$ cat src/rtl/fc_layer_scheduler.sv
// fc_layer_scheduler
//   Sequences the three LeNet-5 fully-connected layers (FC1 400->120,
//   FC2 120->84, FC3 84->10) onto one shared per-neuron MAC/tanh engine.
//   It issues one neuron job at a time and waits for the engine's completion
//   pulse before it moves on, so at most one job is outstanding.
//
// Ports
//   clk_i          system clock, rising edge
//   rst_i          synchronous active-high reset
//   start_i        begin an FC1..FC3 run (only looked at in IDLE)
//   busy_o         run in progress (ISSUE/WAIT/NEXT)
//   done_o         one-cycle pulse after the final job completes
//   job_valid_o    job fields valid; held until job_ready_i
//   job_ready_i    engine accepts the job on job_valid_o & job_ready_i
//   job_layer_o    1=FC1 2=FC2 3=FC3
//   job_neuron_o   neuron index within the layer
//   job_in_len_o   input vector length of the layer
//   job_w_base_o   first weight address of this neuron's row
//   job_b_addr_o   bias address of this neuron (0..213 over a run)
//   job_src_buf_o  input buffer  (0=A 1=B 2=C 3=D)
//   job_dst_buf_o  output buffer (same encoding)
//   job_act_en_o   1 = shift + tanh, 0 = raw shifted logit
//   mac_done_i     engine pulse: current job result written
//   layer_done_o   one-cycle pulse after the last neuron of a layer completes
//   err_o          sticky: mac_done_i seen outside WAIT
module fc_layer_scheduler #(
   parameter int FC1_IN  = 400,
   parameter int FC1_OUT = 120,
   parameter int FC2_IN  = 120,
   parameter int FC2_OUT = 84,
   parameter int FC3_IN  = 84,
   parameter int FC3_OUT = 10,
   parameter int W_AW    = 16,
   parameter int B_AW    = 8
) (
   input  logic            clk_i,
   input  logic            rst_i,
   input  logic            start_i,
   output logic            busy_o,
   output logic            done_o,
   output logic            job_valid_o,
   input  logic            job_ready_i,
   output logic [1:0]      job_layer_o,
   output logic [6:0]      job_neuron_o,
   output logic [9:0]      job_in_len_o,
   output logic [W_AW-1:0] job_w_base_o,
   output logic [B_AW-1:0] job_b_addr_o,
   output logic [1:0]      job_src_buf_o,
   output logic [1:0]      job_dst_buf_o,
   output logic            job_act_en_o,
   input  logic            mac_done_i,
   output logic            layer_done_o,
   output logic            err_o
);

   // Layer base addresses, folded to constants at elaboration.
   localparam logic [W_AW-1:0] W_BASE2 = W_AW'(FC1_IN * FC1_OUT);
   localparam logic [W_AW-1:0] W_BASE3 = W_AW'(FC1_IN * FC1_OUT + FC2_IN * FC2_OUT);
   localparam logic [B_AW-1:0] B_BASE2 = B_AW'(FC1_OUT);
   localparam logic [B_AW-1:0] B_BASE3 = B_AW'(FC1_OUT + FC2_OUT);

   localparam logic [1:0] BUF_A = 2'd0;
   localparam logic [1:0] BUF_B = 2'd1;
   localparam logic [1:0] BUF_C = 2'd2;
   localparam logic [1:0] BUF_D = 2'd3;

   typedef enum logic [2:0] {
      S_IDLE  = 3'd0,
      S_ISSUE = 3'd1,
      S_WAIT  = 3'd2,
      S_NEXT  = 3'd3,
      S_DONE  = 3'd4
   } state_t;

   state_t          state_q, state_d;
   logic [1:0]      layer_q, layer_d;
   logic [6:0]      neuron_q, neuron_d;
   logic [9:0]      in_len_q, in_len_d;
   logic [W_AW-1:0] w_base_q, w_base_d;
   logic [B_AW-1:0] b_addr_q, b_addr_d;
   logic [1:0]      src_q, src_d;
   logic [1:0]      dst_q, dst_d;
   logic            act_q, act_d;
   logic            err_q, err_d;

   logic [6:0]      last_neuron;
   logic            last_in_layer;
   logic            last_job;

   // Index of the final neuron of the layer currently being sequenced.
   always_comb begin
      last_neuron = 7'(FC3_OUT - 1);
      case (layer_q)
         2'd1:    last_neuron = 7'(FC1_OUT - 1);
         2'd2:    last_neuron = 7'(FC2_OUT - 1);
         default: last_neuron = 7'(FC3_OUT - 1);
      endcase
   end

   assign last_in_layer = (neuron_q == last_neuron);
   assign last_job      = last_in_layer && (layer_q == 2'd3);

   always_ff @(posedge clk_i) begin
      if (rst_i) begin
         state_q  <= S_IDLE;
         layer_q  <= '0;
         neuron_q <= '0;
         in_len_q <= '0;
         w_base_q <= '0;
         b_addr_q <= '0;
         src_q    <= '0;
         dst_q    <= '0;
         act_q    <= 1'b0;
         err_q    <= 1'b0;
      end else begin
         state_q  <= state_d;
         layer_q  <= layer_d;
         neuron_q <= neuron_d;
         in_len_q <= in_len_d;
         w_base_q <= w_base_d;
         b_addr_q <= b_addr_d;
         src_q    <= src_d;
         dst_q    <= dst_d;
         act_q    <= act_d;
         err_q    <= err_d;
      end
   end

   always_comb begin
      state_d      = state_q;
      layer_d      = layer_q;
      neuron_d     = neuron_q;
      in_len_d     = in_len_q;
      w_base_d     = w_base_q;
      b_addr_d     = b_addr_q;
      src_d        = src_q;
      dst_d        = dst_q;
      act_d        = act_q;
      // A completion pulse is only meaningful while a job is outstanding.
      err_d        = err_q | (mac_done_i && (state_q != S_WAIT));

      busy_o       = 1'b0;
      done_o       = 1'b0;
      job_valid_o  = 1'b0;
      layer_done_o = 1'b0;

      case (state_q)
         S_IDLE: begin
            if (start_i) begin
               state_d  = S_ISSUE;
               layer_d  = 2'd1;
               neuron_d = '0;
               in_len_d = 10'(FC1_IN);
               w_base_d = '0;
               b_addr_d = '0;
               src_d    = BUF_C;
               dst_d    = BUF_B;
               act_d    = 1'b1;
            end
         end
         S_ISSUE: begin
            busy_o      = 1'b1;
            job_valid_o = 1'b1;
            if (job_ready_i) state_d = S_WAIT;
         end
         S_WAIT: begin
            busy_o = 1'b1;
            if (mac_done_i) state_d = last_job ? S_DONE : S_NEXT;
         end
         S_NEXT: begin
            busy_o       = 1'b1;
            layer_done_o = last_in_layer;
            state_d      = S_ISSUE;
            b_addr_d     = b_addr_q + 1'b1;
            if (last_in_layer) begin
               // Layer wrap: reload bases rather than accumulate, so the
               // layer map is anchored to its elaboration-time constants.
               neuron_d = '0;
               layer_d  = layer_q + 2'd1;
               if (layer_q == 2'd1) begin
                  in_len_d = 10'(FC2_IN);
                  w_base_d = W_BASE2;
                  b_addr_d = B_BASE2;
                  src_d    = BUF_B;
                  dst_d    = BUF_A;
                  act_d    = 1'b1;
               end else begin
                  in_len_d = 10'(FC3_IN);
                  w_base_d = W_BASE3;
                  b_addr_d = B_BASE3;
                  src_d    = BUF_A;
                  dst_d    = BUF_D;
                  act_d    = 1'b0;
               end
            end else begin
               neuron_d = neuron_q + 7'd1;
               w_base_d = w_base_q + W_AW'(in_len_q);
            end
         end
         S_DONE: begin
            done_o       = 1'b1;
            layer_done_o = 1'b1;
            state_d      = S_IDLE;
         end
         default: state_d = S_IDLE;
      endcase
   end

   assign job_layer_o   = layer_q;
   assign job_neuron_o  = neuron_q;
   assign job_in_len_o  = in_len_q;
   assign job_w_base_o  = w_base_q;
   assign job_b_addr_o  = b_addr_q;
   assign job_src_buf_o = src_q;
   assign job_dst_buf_o = dst_q;
   assign job_act_en_o  = act_q;
   assign err_o         = err_q;

endmodule

$ cat config.mk
export PLATFORM = sky130hd
export DESIGN_NAME = fc_layer_scheduler
export DESIGN_NICKNAME = d
export VERILOG_FILES = /design/src/rtl/fc_layer_scheduler.sv
export SDC_FILE = /design/constraint.sdc
export NUM_CORES = 1
export LEC_CHECK = 0
export ABC_AREA = 1
export ABC_CLOCK_PERIOD_IN_PS = 1700
export CORE_MARGIN = 10
export CORE_UTILIZATION = 46
export CTS_CLUSTER_SIZE = 25
export DETAILED_ROUTE_END_ITERATION = 16
export PLACE_DENSITY_LB_ADDON = 0.12
export SLEW_MARGIN = 10
export SYNTH_ARGS = -nofsm -noshare
export SYNTH_HDL_FRONTEND = slang
export SYNTH_SLANG_ARGS = --single-unit
$ cat constraint.sdc
create_clock -name clk_i -period 1.7 [get_ports clk_i]
set_input_delay 0.255 -clock clk_i [delete_from_list [all_inputs] [get_ports clk_i]]
set_output_delay 0.255 -clock clk_i [all_outputs]
set_load 0.03 [all_outputs]
==> metrics.txt <==
std cell rows 27; clk_skew 0.00799 ns; Worst path slowest cell dfxtp_4; number of flops mapped to enable cells by yosys 0; failing checks setup timing; Overall Power 3.60 mW; total CTS buffers 5; Final setup viols 1; first-pass GRT wire length ~12000 µm; area fraction of the dominant cell type after synthesis 0.319; Post-DP Area 0.00333 mm²; nets roughly 470; Synth Area per Inst ~6.8 µm²; Initial Util 0.476; DR iter-0 viols roughly 110; CTS tree done; minimum clock period 1.74 ns; power density over cell area 969 mW/mm²; placed insts 516; r2r startpoint job_w_base_o[2]; Post-synth ARST share 0; Critical Path AT 1.48 ns; Initial DRT Pass Iterations 4; CTS clk-pin slew, worst paths 0.09 ns; Seq/Total Area, Yosys 0.319; largest net degree at the start of global routing 18; fin crit share 1.02; wire length after detailed routing 7560 µm; max cap viols 0; Crit Path Class reg -> out; routability cong. 0.939; Synth Register Bits 42; Setup TNS -0.0378 ns; cell leakage power approximately 1.9 nW; Port Buf Inserts 52; share of layout cells above drive strength 1 0.238; P&R area growth vs syn 40.8%; post-DP HPWL ~5500 µm; top-count cell post-synth nand2_1; worst hold path type reg -> reg; Max Slew Vio Count 0; beginning of the critical path job_layer_o[1]; total gr overflow 0; Final ANT Viol Nets 0; fin area 0.00372 mm²; Chip Height roughly 96 µm; Worst Hold Slack 0.481 ns; Clock Sinks 42; initial antenna violation count 0; # H-tree levels 2; Post-synth top cells nand2_1 (105), inv_1 (46), dfxtp_1 (42); Worst Slack Setup Final -0.0378 ns; Core Footprint 0.00554 mm²; status finished, violations left; vias in the first global route 2583; top_reg_cell synth dfxtp_1; Max IR drop VDD 705 µV; Synth area leaders dfxtp_1 (32%), nand2_1 (15%), a21oi_1 (7.0%); vias 2700; synthesized area 0.00264 mm²; Post-Layout Cell Count 530; Top Ports 58; clock buffer depth 2; final hold violation count 0; CP endpoint kind output pin; vias per cell roughly 5.1; Total GRT Usage 0.165; clk root buf clkbuf_8; startpoint of the worst hold path job_dst_buf_o[0]; clk_lat worst skew ~0.3 ns; Worst path max stage delay 0.35 ns; post-synthesis cell count 386; Peak Freq 575 MHz; DR WL/cell 14.3 µm; die width about 96 µm; # diodes 0; Req. time, crit path about 1.4 ns; area leader, netlist dfxtp_1; Max Fanout on Critical Path 3; crit-path cells inv_2 -> ha_4 -> nand3_2 -> a21boi_4 -> nand3_4 -> o21ai_2 -> buf_6; Yosys cell types 35; crit start category flop; full die area 0.00917 mm²; RSZ-0062 raised after global routing yes; Synth Warn # 0; drt drc 0
## stage by stage
stage / worst slack (ns) / utilization
after floorplan: 0.00231 / -
after global placement: 0.0365 / 0.601
after detailed placement: -0.0476 / 0.601
after CTS: -0.161 / 0.632
after global routing: -0.121 / 0.671
final: -0.0378 / 0.671
## metal layers
layer / up-vias / wire (µm) / track usage
li1: 1371 / - / -
met1: 1258 / 3310 / 0.202
met2: 60 / 3730 / 0.279
met3: 11 / 403 / 0.0405
met4: 0 / 110 / 0.0479
met5: - / 0 / 0
## path summary, 6_finish.rpt
check | cells past startpoint | end | slack, ns
setup / recovery | 7 | layer_done_o | -0.04
hold / removal | 2 | job_dst_buf_o[0] | 0.48
setup reg to reg | 12 | job_w_base_o[6] | 0.03
hold reg to reg | 2 | job_dst_buf_o[0] | 0.48
## critical path, delay by kind of cell, from the launching register on
kind | cells | cell delay [ns]
AOI/OAI and AO/OA | 2 | 0.26
adders and majority gates | 1 | 0.17
buffers and inverters | 2 | 0.21
DFF | 1 | 0.35
and+or+nand+nor | 2 | 0.20
## final cells by class
class,count,area [µm²]
flip-flops and latches,42,866
clock inverters,1,30.0
inverters,53,204
clock buffers,7,86.3
multi-input cells,278,1710
repair buffers,77,733
well taps,72,90.1
fillers,497,1820
## flip-flops by register name, summed over array words and instances (netlist names)
| name | cells |
|---|---|
| state_q | 3 |
| job_act_en_o | 1 |
| job_layer_o | 2 |
| job_w_base_o | 14 |
| job_neuron_o | 7 |
| job_src_buf_o | 1 |
| err_o | 1 |
| job_b_addr_o | 8 |
| job_dst_buf_o | 1 |
| job_in_len_o | 4 |
## layout by cell type (no fill, tap or decap), drive strengths merged
master / synthesis / final
buf: 14 / 26
clkbuf: 3 / 7
xor2: 3 / 3
dfxtp: 42 / 42
clkdlybuf4s50: 0 / 22
dlymetal6s2s: 0 / 14
nand4: 5 / 5
nor3: 6 / 6
fa: 1 / 1
a21oi: 39 / 39
o211ai: 1 / 1
nand3: 29 / 29
bufinv: 0 / 1
o21bai: 2 / 2
inv: 53 / 53
dlygate4sd2: 0 / 15
nor2: 26 / 26
a21boi: 1 / 1
or2: 3 / 3
o22ai: 4 / 4
xnor2: 2 / 2
o21ai: 18 / 18
ha: 11 / 11
nand2: 112 / 112
nand3b: 4 / 4
o21a: 3 / 3
conb: 1 / 5
and2: 3 / 3
## cell families after synthesis
| kind of cell | count (synthesis) | synth area share |
|---|---|---|
| AO/OA/AOI/OAI | 68 | 0.152 |
| XOR/XNOR | 5 | 0.0166 |
| adder cells (fa/ha/maj) | 12 | 0.0597 |
| buffers and inverters | 70 | 0.121 |
| flip-flops | 42 | 0.319 |
| other | 1 | 0.00142 |
| AND/OR/NAND/NOR | 188 | 0.330 |
## what timing repair did
item	CTS	global route
pin swaps	3	12
gates resized for setup	30	45
setup endpoints to repair	20	42
buffers inserted	2	4
hold buffers	0	0
## power breakdown
part	switching, mW	internal (mW)
registers	0.102	1.07
clock network	0.357	0.479
logic	1.00	0.590
total	1.46	2.14
Note: power is estimated with default switching activity, not from simulation.
